## src/rtl/delay_line_ctrl_if.sv

```systemverilog
// Sample stream and FIFO-side signals of the delay line controller.
// master is the controller's view, slave is the view of the source/sink/FIFO side.
interface delay_line_ctrl_if #(
  parameter int WIDTH = 8
);
  logic [WIDTH-1:0] sample_in;
  logic             sample_valid;
  logic             sample_ready;
  logic [WIDTH-1:0] sample_out;
  logic             sample_out_valid;
  logic [WIDTH-1:0] fifo_data_in;
  logic             fifo_wr_en;
  logic             fifo_rd_en;
  logic [WIDTH-1:0] fifo_data_out;
  logic             fifo_empty;
  logic             fifo_full;

  modport master (
    input  sample_in, sample_valid, fifo_data_out, fifo_empty, fifo_full,
    output sample_ready, sample_out, sample_out_valid,
           fifo_data_in, fifo_wr_en, fifo_rd_en
  );

  modport slave (
    output sample_in, sample_valid, fifo_data_out, fifo_empty, fifo_full,
    input  sample_ready, sample_out, sample_out_valid,
           fifo_data_in, fifo_wr_en, fifo_rd_en
  );
endinterface

```

## src/rtl/delay_line_ctrl.sv

```systemverilog
// Programmable sample delay line built around one external synchronous FIFO.
// Define DELAY_LINE_CTRL_ZERO_FILL_EN to emit a zero sample for every accept while priming.
module delay_line_ctrl #(
  parameter int WIDTH       = 8,
  parameter int DEPTH       = 10,
  parameter int DELAY_WIDTH = $clog2(DEPTH),
  parameter int CTR_WIDTH   = $clog2(DEPTH + 1)
) (
  input  logic                   clk,
  input  logic                   reset,
  input  logic                   enable,
  input  logic [DELAY_WIDTH-1:0] delay,
  delay_line_ctrl_if.master      bus
);

  typedef enum logic [1:0] {FLUSH, IDLE, FILL, RUN} state_t;

  // A write is dropped while the FIFO is full even with a read in the same cycle,
  // so the steady occupancy must stay one below DEPTH.
  localparam logic [DELAY_WIDTH-1:0] DELAY_MAX = DELAY_WIDTH'(DEPTH - 1);

  function automatic logic [DELAY_WIDTH-1:0] sat_delay(input logic [DELAY_WIDTH-1:0] d);
    return (d > DELAY_MAX) ? DELAY_MAX : d;
  endfunction

  state_t                 state, state_nxt;
  logic [DELAY_WIDTH-1:0] delay_eff, delay_q;
  logic [CTR_WIDTH-1:0]   fill_count;
  logic                   accept, reconfig, load_fill;
  logic                   wr_en, rd_en;
  logic                   emit_byp, emit_zero, emit_fifo;
  logic                   vld_p1, sel_fifo_p1;
  logic [WIDTH-1:0]       byp_p1;

  assign delay_eff = sat_delay(delay);
  assign reconfig  = !enable || (delay_eff != delay_q);
  assign accept    = bus.sample_valid && bus.sample_ready;

  always_comb begin
    state_nxt = state;
    wr_en     = 1'b0;
    rd_en     = 1'b0;
    emit_byp  = 1'b0;
    emit_zero = 1'b0;
    emit_fifo = 1'b0;
    load_fill = 1'b0;
    case (state)
      FLUSH: begin
        // Reset gates the read strobe so all outputs are quiet while reset is held.
        rd_en = !bus.fifo_empty && !reset;
        if (bus.fifo_empty) begin
          if (enable) begin
            state_nxt = FILL;
            load_fill = 1'b1;
          end else begin
            state_nxt = IDLE;
          end
        end
      end
      IDLE: begin
        if (enable) begin
          state_nxt = FILL;
          load_fill = 1'b1;
        end
      end
      FILL: begin
        if (delay_q == '0) begin
          // Nothing to prime: a sample arriving now is already on the bypass path.
          emit_byp  = accept;
          state_nxt = RUN;
        end else begin
          wr_en = accept;
`ifdef DELAY_LINE_CTRL_ZERO_FILL_EN
          emit_zero = accept;
`endif
          if (accept && ((fill_count + CTR_WIDTH'(1)) == CTR_WIDTH'(delay_q)))
            state_nxt = RUN;
        end
        if (reconfig) state_nxt = FLUSH;
      end
      RUN: begin
        if (delay_q == '0) begin
          emit_byp = accept;
        end else begin
          wr_en     = accept;
          rd_en     = accept;
          emit_fifo = accept;
        end
        if (reconfig) state_nxt = FLUSH;
      end
      default: state_nxt = FLUSH;
    endcase
  end

  // p0 -> p1: control state and output register stage
  always_ff @(posedge clk or posedge reset) begin
    if (reset) begin
      state       <= FLUSH;
      delay_q     <= '0;
      fill_count  <= '0;
      vld_p1      <= 1'b0;
      sel_fifo_p1 <= 1'b0;
      byp_p1      <= '0;
    end else begin
      state <= state_nxt;
      if (load_fill) begin
        delay_q    <= delay_eff;
        fill_count <= '0;
      end else if (state == FILL && wr_en) begin
        fill_count <= fill_count + CTR_WIDTH'(1);
      end
      vld_p1      <= emit_byp || emit_zero || emit_fifo;
      sel_fifo_p1 <= emit_fifo;
      if (emit_byp)       byp_p1 <= bus.sample_in;
      else if (emit_zero) byp_p1 <= '0;
    end
  end

  assign bus.sample_ready     = (state != FLUSH);
  assign bus.fifo_data_in     = bus.sample_in;
  assign bus.fifo_wr_en       = wr_en;
  assign bus.fifo_rd_en       = rd_en;
  assign bus.sample_out_valid = vld_p1;
  assign bus.sample_out       = sel_fifo_p1 ? bus.fifo_data_out : byp_p1;

endmodule

```

## src/flat_wrapper.sv

```systemverilog
// flat-port wrapper written by rule: the top's interface ports become plain ports
module delay_line_ctrl_flat 
#(
  parameter int WIDTH       = 8,
  parameter int DEPTH       = 10,
  parameter int DELAY_WIDTH = $clog2(DEPTH),
  parameter int CTR_WIDTH   = $clog2(DEPTH + 1)
)
  (clk, reset, enable, delay, bus_sample_in, bus_sample_valid, bus_fifo_data_out, bus_fifo_empty, bus_fifo_full, bus_sample_ready, bus_sample_out, bus_sample_out_valid, bus_fifo_data_in, bus_fifo_wr_en, bus_fifo_rd_en);
  delay_line_ctrl_if #(.WIDTH(WIDTH)) bus_i ();
  input  logic clk;
  input  logic reset;
  input  logic enable;
  input  logic [DELAY_WIDTH-1:0] delay;
  input wire logic [$bits(bus_i.sample_in)-1:0] bus_sample_in;
  input wire logic [$bits(bus_i.sample_valid)-1:0] bus_sample_valid;
  input wire logic [$bits(bus_i.fifo_data_out)-1:0] bus_fifo_data_out;
  input wire logic [$bits(bus_i.fifo_empty)-1:0] bus_fifo_empty;
  input wire logic [$bits(bus_i.fifo_full)-1:0] bus_fifo_full;
  output wire logic [$bits(bus_i.sample_ready)-1:0] bus_sample_ready;
  output wire logic [$bits(bus_i.sample_out)-1:0] bus_sample_out;
  output wire logic [$bits(bus_i.sample_out_valid)-1:0] bus_sample_out_valid;
  output wire logic [$bits(bus_i.fifo_data_in)-1:0] bus_fifo_data_in;
  output wire logic [$bits(bus_i.fifo_wr_en)-1:0] bus_fifo_wr_en;
  output wire logic [$bits(bus_i.fifo_rd_en)-1:0] bus_fifo_rd_en;
  assign bus_i.sample_in = bus_sample_in;
  assign bus_i.sample_valid = bus_sample_valid;
  assign bus_i.fifo_data_out = bus_fifo_data_out;
  assign bus_i.fifo_empty = bus_fifo_empty;
  assign bus_i.fifo_full = bus_fifo_full;
  assign bus_sample_ready = bus_i.sample_ready;
  assign bus_sample_out = bus_i.sample_out;
  assign bus_sample_out_valid = bus_i.sample_out_valid;
  assign bus_fifo_data_in = bus_i.fifo_data_in;
  assign bus_fifo_wr_en = bus_i.fifo_wr_en;
  assign bus_fifo_rd_en = bus_i.fifo_rd_en;
  delay_line_ctrl #(.WIDTH(WIDTH), .DEPTH(DEPTH), .DELAY_WIDTH(DELAY_WIDTH), .CTR_WIDTH(CTR_WIDTH)) u_core (.clk(clk), .reset(reset), .enable(enable), .delay(delay), .bus(bus_i));
endmodule
```

## config.mk

```make
export PLATFORM = sky130hd
export DESIGN_NAME = delay_line_ctrl_flat
export DESIGN_NICKNAME = d
export VERILOG_FILES = /design/src/rtl/delay_line_ctrl_if.sv /design/src/rtl/delay_line_ctrl.sv /design/src/flat_wrapper.sv
export SDC_FILE = /design/constraint.sdc
export NUM_CORES = 1
export LEC_CHECK = 0
export BUFFER_PORTS_ARGS = -buffer_cell sky130_fd_sc_hd__buf_4
export CELL_PAD_IN_SITES_DETAIL_PLACEMENT = 0
export CELL_PAD_IN_SITES_GLOBAL_PLACEMENT = 2
export CORE_MARGIN = 2
export CORE_UTILIZATION = 30
export CTS_BUF_LIST = sky130_fd_sc_hd__clkbuf_8
export DETAILED_ROUTE_END_ITERATION = 8
export PLACE_DENSITY = 0.86
export RECOVER_POWER = 100
export SYNTH_ARGS = -nofsm -noshare
export SYNTH_HDL_FRONTEND = slang
export SYNTH_SLANG_ARGS = --single-unit
```

## constraint.sdc

```tcl
create_clock -name clk -period 2 [get_ports clk]
set_input_delay 0.3 -clock clk [delete_from_list [all_inputs] [get_ports clk]]
set_output_delay 0.3 -clock clk [all_outputs]
set_load 0.02 [all_outputs]
```

; Word-level counts from Yosys, hierarchy flattened
; Cells that the tools add are included.
[word_totals]
regBits = 20
latchBits = 0
mem_bits_rw = 0
mem_bits_ro = 0
input_bits = 26
out_inout_bits = 20
mem_count = 0
[classes]
n_addsub = 1
mul = 0
div_mod_pow = 0
magnitude_cmp = 1
eq_ne = 9
shift = 0
n_mux = 21
bitwise_logic = 0
reduce_logical = 15
[ops]
columns = cell, count
row1 = 2-bit 2-to-1 mux, 7
row2 = 4-bit 2-to-1 mux, 3
row3 = 8-bit 2-to-1 mux, 1
row4 = 2-bit case mux with 4 select lines, 1
row5 = 1-bit 2-to-1 mux, 7
row6 = 4-bit by 1-bit adder with 4-bit output (second input constant), 1
row7 = 2-bit == test (second input constant), 2
row8 = 4-bit == test, 1
row9 = 4-bit greater-than comparator (second input constant), 1
row10 = 1-bit logical AND, 4
row11 = 4-bit zero test, 1
row12 = 2-bit inequality test (second input constant), 2
row13 = 4-bit by 1-bit inequality test with 1-bit output (second input constant), 1
row14 = 4-bit inequality test, 1
row15 = 1-bit case mux with 2 select lines, 2
row16 = 4-bit AND reduction, 1
row17 = 2-bit nonzero test, 2
row18 = 1-bit zero test, 3
row19 = 2-bit by 1-bit == test with 1-bit output (second input constant), 1
row20 = 2-bit zero test, 1
row21 = 1-bit logical OR, 2
row22 = 2-bit by 1-bit inequality test with 1-bit output (second input constant), 1
row23 = 2-bit OR reduction, 1

; Logic depth before layout (Yosys ltp)
; Gate-level depths: netlist (run 1).
[depth]
ltp_word = 7
mapped_depth = 7

; Worst setup path after synthesis (run 1)
; Ideal clock, no wire load.
[synth_timing]
path_kind = flip-flop to output port
start = register u_core.state[0]
end = output port bus_fifo_rd_en
arrival_time_ps = 1522
required_ps = 1700
slack_ps = 178
stages_incl_launch_ff = 7
path_buffers = 0
path_cell_list = dfrtp_1 -> inv_1 -> ha_1 -> nand2b_1 -> nor2_1 -> nand2_1 -> a21oi_1
[synth_between]
elab_chain_len = 4
[synth_lines]
columns = item, line
row1 = "start, declared", delay_line_ctrl.sv:26  ; state_t state, state_nxt;
row2 = "start signal, assigned", delay_line_ctrl.sv:105  ; state <= state_nxt;
row3 = 2-bit nonzero test, delay_line_ctrl.sv:119  ; assign bus.sample_ready = (state != FLUSH);
row4 = 1-bit logical AND, delay_line_ctrl.sv:37  ; assign accept = bus.sample_valid && bus.sample_ready;
row5 = 1-bit 2-to-1 mux, delay_line_ctrl.sv:82  ; if (delay_q == '0) begin
row6 = 1-bit case mux with 2 select lines *, delay_line_ctrl.sv:47  ; case (state)
row7 = "end, declared", flat_wrapper.sv:25  ; output wire logic [$bits(bus_i.fifo_rd_en)-1:0] bus_fifo_rd_en;
; Mark *: on every way between the ends. The rest lies on a longest branch, timed or not.

; Worst setup path after layout (run 1)
[layout_timing]
start = register u_core.delay_q[0]
end = register u_core.byp_p1[5]
[layout_between]
elab_chain_len = 3
[layout_lines]
columns = item, line
row1 = "start, declared", delay_line_ctrl.sv:27  ; logic [DELAY_WIDTH-1:0] delay_eff, delay_q;
row2 = "start signal, assigned", delay_line_ctrl.sv:107  ; delay_q <= delay_eff;
row3 = 4-bit zero test, "delay_line_ctrl.sv:67, delay_line_ctrl.sv:82"
row4 = 1-bit 2-to-1 mux, "delay_line_ctrl.sv:67, delay_line_ctrl.sv:82"
row5 = 1-bit 2-to-1 mux, --
row6 = "end signal, assigned", delay_line_ctrl.sv:114  ; if (emit_byp) byp_p1 <= bus.sample_in;
row7 = "end, declared", delay_line_ctrl.sv:33  ; logic [WIDTH-1:0] byp_p1;
; Every way passes these cells.
; A chain may end at the register's enable or synchronous reset.

==> metrics.txt, run 1 <==
relative slew slack 29.3%; outcome finished, final reports clean; Slew Limit Fails 0; cell area after synthesis roughly 1300 um2; Clock power frac 13.5%; placed insts roughly 220; Final Hold Viols 0; sw power 0.935 mW; Post-synth top cells dfrtp_1 (20), mux2_2 (18), inv_1 (11), buf_4 (8), nor2_1 (8); CTS clk-pin slew, worst paths 0.07 ns; # port buffers 44; crit path launch type flip-flop; largest area contributor in the netlist dfrtp_1; Syn. warnings 0; EDFF count, synth 0; vias in the first global route 1044; HP Start bus_sample_in[3]; Tmin final 1.93 ns; Post-synth ARST share 100%; final net count 204; Distinct cells, synth 30; average cell area after synthesis 10.2 um2; CTS buffer count 3; Vias 1063; maximum vdd drop between 0.4 and 0.5 mV; Post-Syn Nets 156; largest net degree at the start of global routing 21; FILL cells 419; max-capacitance violation count 0; Overflow after GRT 0; Crit. End Element flip-flop; Setup violations, final 0; Clk Tree Root Cell clkbuf_8; highest routed layer met4; CP cell instances or4_1 -> nor3_4 -> buf_4 -> mux2_2; Clock Sinks 20; Layout area overhead 31.9%; Die Span X 69.2 um; clk_skew around 0.0046 ns; Critical Path Max Stage Delay 0.61 ns; first-pass GRT wire length 4590 um; core area 4060 um2; Pint 1.32 mW; DRT antenna net count 0; Final Non-Filler Cells 222; WL met1 1190 um; dpl cell area between 1500 and 2000 um2; starting density of the core 31.5%; Worst-Margin Slew 1.06 ns; WP buf/inv 1; # rows 23; DR WL/cell 12.9 um; Worst Reg2Reg Path Length in Cells 4; capture point of the worst reg-to-reg path u_core.byp_p1[5]; Syn Inst Count 125; Tot Pwr 2.25 mW; initial DRC count 19; Ant. Diodes 0; Hold-fix buffers, CTS 0; Slowest-stage cell, CP or4_1; DR vias/cell between 4 and 5; leakage 0.769 nW; TritonRoute pass-1 iters 4; Req. time, crit path 2.14 ns; period utilisation layout approximately 97%; GRT Util Overall 11.6%; top-count cell post-synth dfrtp_1; die footprint 4790 um2; Crit. Startpoint u_core.delay_q[0]; Combinational Power Share between 50 and 60%; Main synth FF type dfrtp_1; I/O Pins 46; worst reg2reg startpoint u_core.delay_q[0]; H-tree levels 1; sequential share of power 31.1%; final WL about 2900 um; Met3 Wirelength 194 um; Residual DRC 0; die height 69.2 um; worst-skew pair later-pin latency 0.26 ns; FF-to-FF setup slack 0.07 ns; share of layout cells above drive strength 1 38.4%; synthesized flop and latch total 20; sequential area share after synthesis 39.2%; post-DP HPWL 2310 um; crit path DAT about 2.1 ns; CP max FO 9; initial antenna violation count 0; WS Path Type flip-flop to flip-flop; Synth top area share 39.2%; Design Area, Final around 1700 um2; Crit path depth 4; routability cong. 0.749; Achievable Freq 517 MHz; fraction of power spent switching nets 41.5%; CP endpoint u_core.byp_p1[5]; Cell Pwr Density 1340 nW/um2; post-layout util between 40% and 50%; Clock Path Buffers 2; clock tree from TritonCTS yes; Worst Hold Class primary input to flip-flop; critical path's top delay family simple AND/OR/NAND/NOR gates; metal2 WL 1470 um; ranking of synthesized cells by area dfrtp_1 (39%), mux2_2 (16%), ha_1 (4.9%)
## cells by family after synthesis
kind of cell / share of synthesized area (%)
AO/OA/AOI/OAI: 9.61
multiplexers: 16.7
AND/OR/NAND/NOR: 14.2
buffers and inverters: 8.53
adder cells (fa/ha/maj): 4.90
XOR/XNOR: 6.86
flip-flops: 39.2
## how the worst min path moves through the flow
stage / end / slack [ns] / cells after the start
2_1_floorplan: u_core.bus.sample_out_valid / 0.27 / 1
3_3_place_gp: u_core.fill_count[1] / 0.42 / 3
3_5_place_dp: u_core.fill_count[1] / 0.42 / 3
4_1_cts: u_core.delay_q[2] / 0.14 / 3
5_1_grt: u_core.byp_p1[1] / 0.27 / 2
6_report: u_core.byp_p1[3] / 0.29 / 2
## area by class of cell
type	count	area, um2	area share [%]
Clock buffer	4	55.1	3.27
Inverter	11	41.3	2.45
Tap cell	50	62.6	3.72
Multi-Input combinational cell	84	701	41.6
Sequential cell	20	500	29.7
Timing Repair Buffer	53	323	19.2
## cells in the final DEF, fill, tap and decap left out, types with 2 or more instances in the layout
cell type	n
a21oi_1	4
buf_4	31
clkbuf_1	20
clkbuf_4	2
clkbuf_8	4
dfrtp_1	20
ha_1	4
inv_1	9
inv_2	2
mux2_2	18
nand2_1	4
nand2b_1	3
nand3_1	2
nand3b_1	2
nor2_1	7
nor2b_1	3
nor3_1	3
nor4_1	2
o21a_1	2
o21ai_0	4
o221a_2	2
xnor2_1	5
xor2_1	5
## stage by stage
stage                     hold slack [ns]  setup WS [ns]  setup TNS [ns]
final                               0.285         0.0665               0
after global routing                0.275        -0.0113         -0.0113
after CTS                           0.140         0.0345               0
after detailed placement            0.421         0.0511               0
after global placement              0.418          0.123               0
after floorplan                     0.273          0.178               0
## metal layers
layer  track usage [%]  up-vias
li1                  -      520
met1              13.6      507
met2              21.8       34
met3              2.76        2
met4              1.96        0
met5                 0        -
## power by group through the flow
stage	Sequential [mW]	Clock (mW)	Combinational [mW]
2_1_floorplan	0.690	0	0.854
3_3_place_gp	0.704	0	1.24
3_5_place_dp	0.715	0	1.27
4_1_cts	0.701	0.316	1.34
5_1_grt	0.721	0.344	1.38
6_report	0.702	0.305	1.25
## registers in the layout, summed over array words and instances (netlist names)
signal	flops
u_core.byp_p1	8
u_core.bus.sample_out_valid	1
u_core.sel_fifo_p1	1
u_core.state	2
u_core.fill_count	4
u_core.delay_q	4
## repair_timing
item                                    in CTS  in global routing
endpoints found under the setup margin       1                  3
gates resized for setup                      5                  5
setup buffers                                2                  0
Note: power is estimated with default switching activity, not from simulation.
==> run 2: changes to the inputs <==
--- a/config.mk
+++ b/config.mk
@@ -14,6 +14,7 @@
 export DETAILED_ROUTE_END_ITERATION = 8
 export PLACE_DENSITY = 0.86
 export RECOVER_POWER = 100
+export SETUP_SLACK_MARGIN = 0.3
 export SYNTH_ARGS = -nofsm -noshare
 export SYNTH_HDL_FRONTEND = slang
 export SYNTH_SLANG_ARGS = --single-unit
==> metrics.txt, run 2 (same netlist as run 1, synthesis figures left out) <==
Overflow after GRT 0; FF-to-FF setup slack 0.22 ns; capture point of the worst reg-to-reg path u_core.state[1]; outcome finished, final reports clean; crit path DAT 1.50 ns; period utilisation layout between 80% and 90%; crit path launch type flip-flop; post-DP HPWL 2150 um; leakage 0.874 nW; starting density of the core 31.5%; Layout area overhead 53.3%; placed insts 213; DRT antenna net count 0; Worst Hold Class primary input to flip-flop; worst-skew pair later-pin latency 0.26 ns; first-pass GRT wire length 5180 um; Setup violations, final 0; Largest regs u_core.byp_p1 (8), u_core.delay_q (4), u_core.fill_count (4); Biggest register u_core.byp_p1; TritonRoute pass-1 iters 4; Clock Sinks 20; initial DRC count 36; Worst-Margin Slew 1.08 ns; RSZ-0062 raised after global routing yes; share of layout cells above drive strength 1 51.3%; relative slew slack 28.1%; Req. time, crit path 1.70 ns; Worst Reg2Reg Path Length in Cells 8; most common cell after layout, fill and taps aside buf_4; # rows 23; clk_skew 0.00741 ns; worst reg2reg startpoint u_core.state[1]; Crit. End Element output pin; H-tree levels 1; Die Span X 69.2 um; Hold-fix buffers, CTS 0; initial antenna violation count 0; DR WL/cell between 10 and 15 um; final WL between 3000 and 4000 um; hold path endpoint u_core.byp_p1[5]; clock tree from TritonCTS yes; Achievable Freq 556 MHz; Cell Pwr Density 1390 nW/um2; Clock Path Buffers 2; die height 69.2 um; CTS buffer count 3; # port buffers 44; most frequent cells in the layout buf_4 (44), clkbuf_1 (20), mux2_2 (18); number of flip-flops in the largest register 8; maximum vdd drop 0.758 mV; max-capacitance violation count 0; final net count 221; HP Start bus_sample_in[5]; WS Path Type flip-flop to output pin; Final Hold Viols 0; die footprint 4790 um2; hold path depth 2; WHS 0.281 ns; GRT Util Overall 13.0%; vias in the first global route 1171; Vias 1130; CTS clk-pin slew, worst paths 0.08 ns; core area slightly above 4000 um2; Ant. Diodes 0; Clk Tree Root Cell clkbuf_8; Tmin final 1.80 ns; Slew Limit Fails 0; largest net degree at the start of global routing 21; CP max FO 4; routability cong. 0.805; Residual DRC 0; Fin Setup TNS 0 ns; DR vias/cell approximately 4.7; I/O Pins 46; Final Non-Filler Cells 239
## run 2: cell types whose count changed in the layout (fill, tap and decap cells not counted), moves of 2 or more
cell      before  now
buf_4         31   44
nand2b_1       3    1
nand2_1        4    2
nand2_2        0    2
nor4_4         0    2
dfrtp_1       20   17
buf_6          0    2
dfrtp_2        0    3
nand2b_4       1    3
ha_4           0    4
ha_1           4    1
## run 2: what timing repair did
| action | in CTS | in global routing |
|---|---|---|
| resized for setup | 21 | 11 |
| setup buffers | 14 | 8 |
| pin swaps | 10 | 12 |
| setup endpoints to repair | 13 | 13 |
## run 2: through the flow
stage	cell area [um2]	utilization [%]	worst slack, ns	total power, mW
global placement	1640	40.5	0.124	1.94
CTS	1900	46.9	0.166	2.59
floorplan	1290	-	0.262	1.56
finish	1960	48.2	0.201	2.72
global route	1960	48.2	0.0709	2.93
detailed placement	1640	40.5	0.105	1.97
## run 2: cell type report
cell class | count | area, um2
timing repair buffer | 70 | 467
inverter | 11 | 41.3
multi-input combinational | 84 | 827
sequential | 20 | 504
tap | 50 | 62.6
clock buffer | 4 | 55.1
fill | 396 | 2100
## run 2: critical path: stages (launching register included)
cell and delay (ns):
dfrtp_1 0.38, inv_1 0.11, ha_4 0.16, buf_6 0.11, nand2b_4 0.05, nand2b_4 0.14, a21oi_4 0.15, buf_6 0.13
## run 2: power breakdown
part / total (mW) / internal, mW / switching (mW)
Clock: 0.307 / 0.175 / 0.132
Combinational: 1.70 / 0.869 / 0.827
Sequential: 0.719 / 0.572 / 0.147
## run 2: how the worst max path moves through the flow
stage                 startpoint          endpoint  slack (ns)
6_report         u_core.state[1]    bus_fifo_rd_en        0.20
5_1_grt          u_core.state[1]   u_core.state[1]        0.07
4_1_cts        u_core.delay_q[3]  u_core.byp_p1[7]        0.17
3_5_place_dp   u_core.delay_q[3]  u_core.byp_p1[7]        0.10
3_3_place_gp   u_core.delay_q[0]  u_core.byp_p1[1]        0.12
2_1_floorplan  u_core.delay_q[3]  u_core.byp_p1[0]        0.26
## run 2: layer usage
layer | vias up | wire [um] | part of all wire (%) | track usage, %
li1 | 556 | - | - | -
met1 | 520 | 1370 | 44 | 16.2
met2 | 49 | 1420 | 46 | 21.9
met3 | 5 | 246 | 8.0 | 3.78
met4 | 0 | 42 | 1.4 | 3.27
met5 | - | 0 | 0 | 0
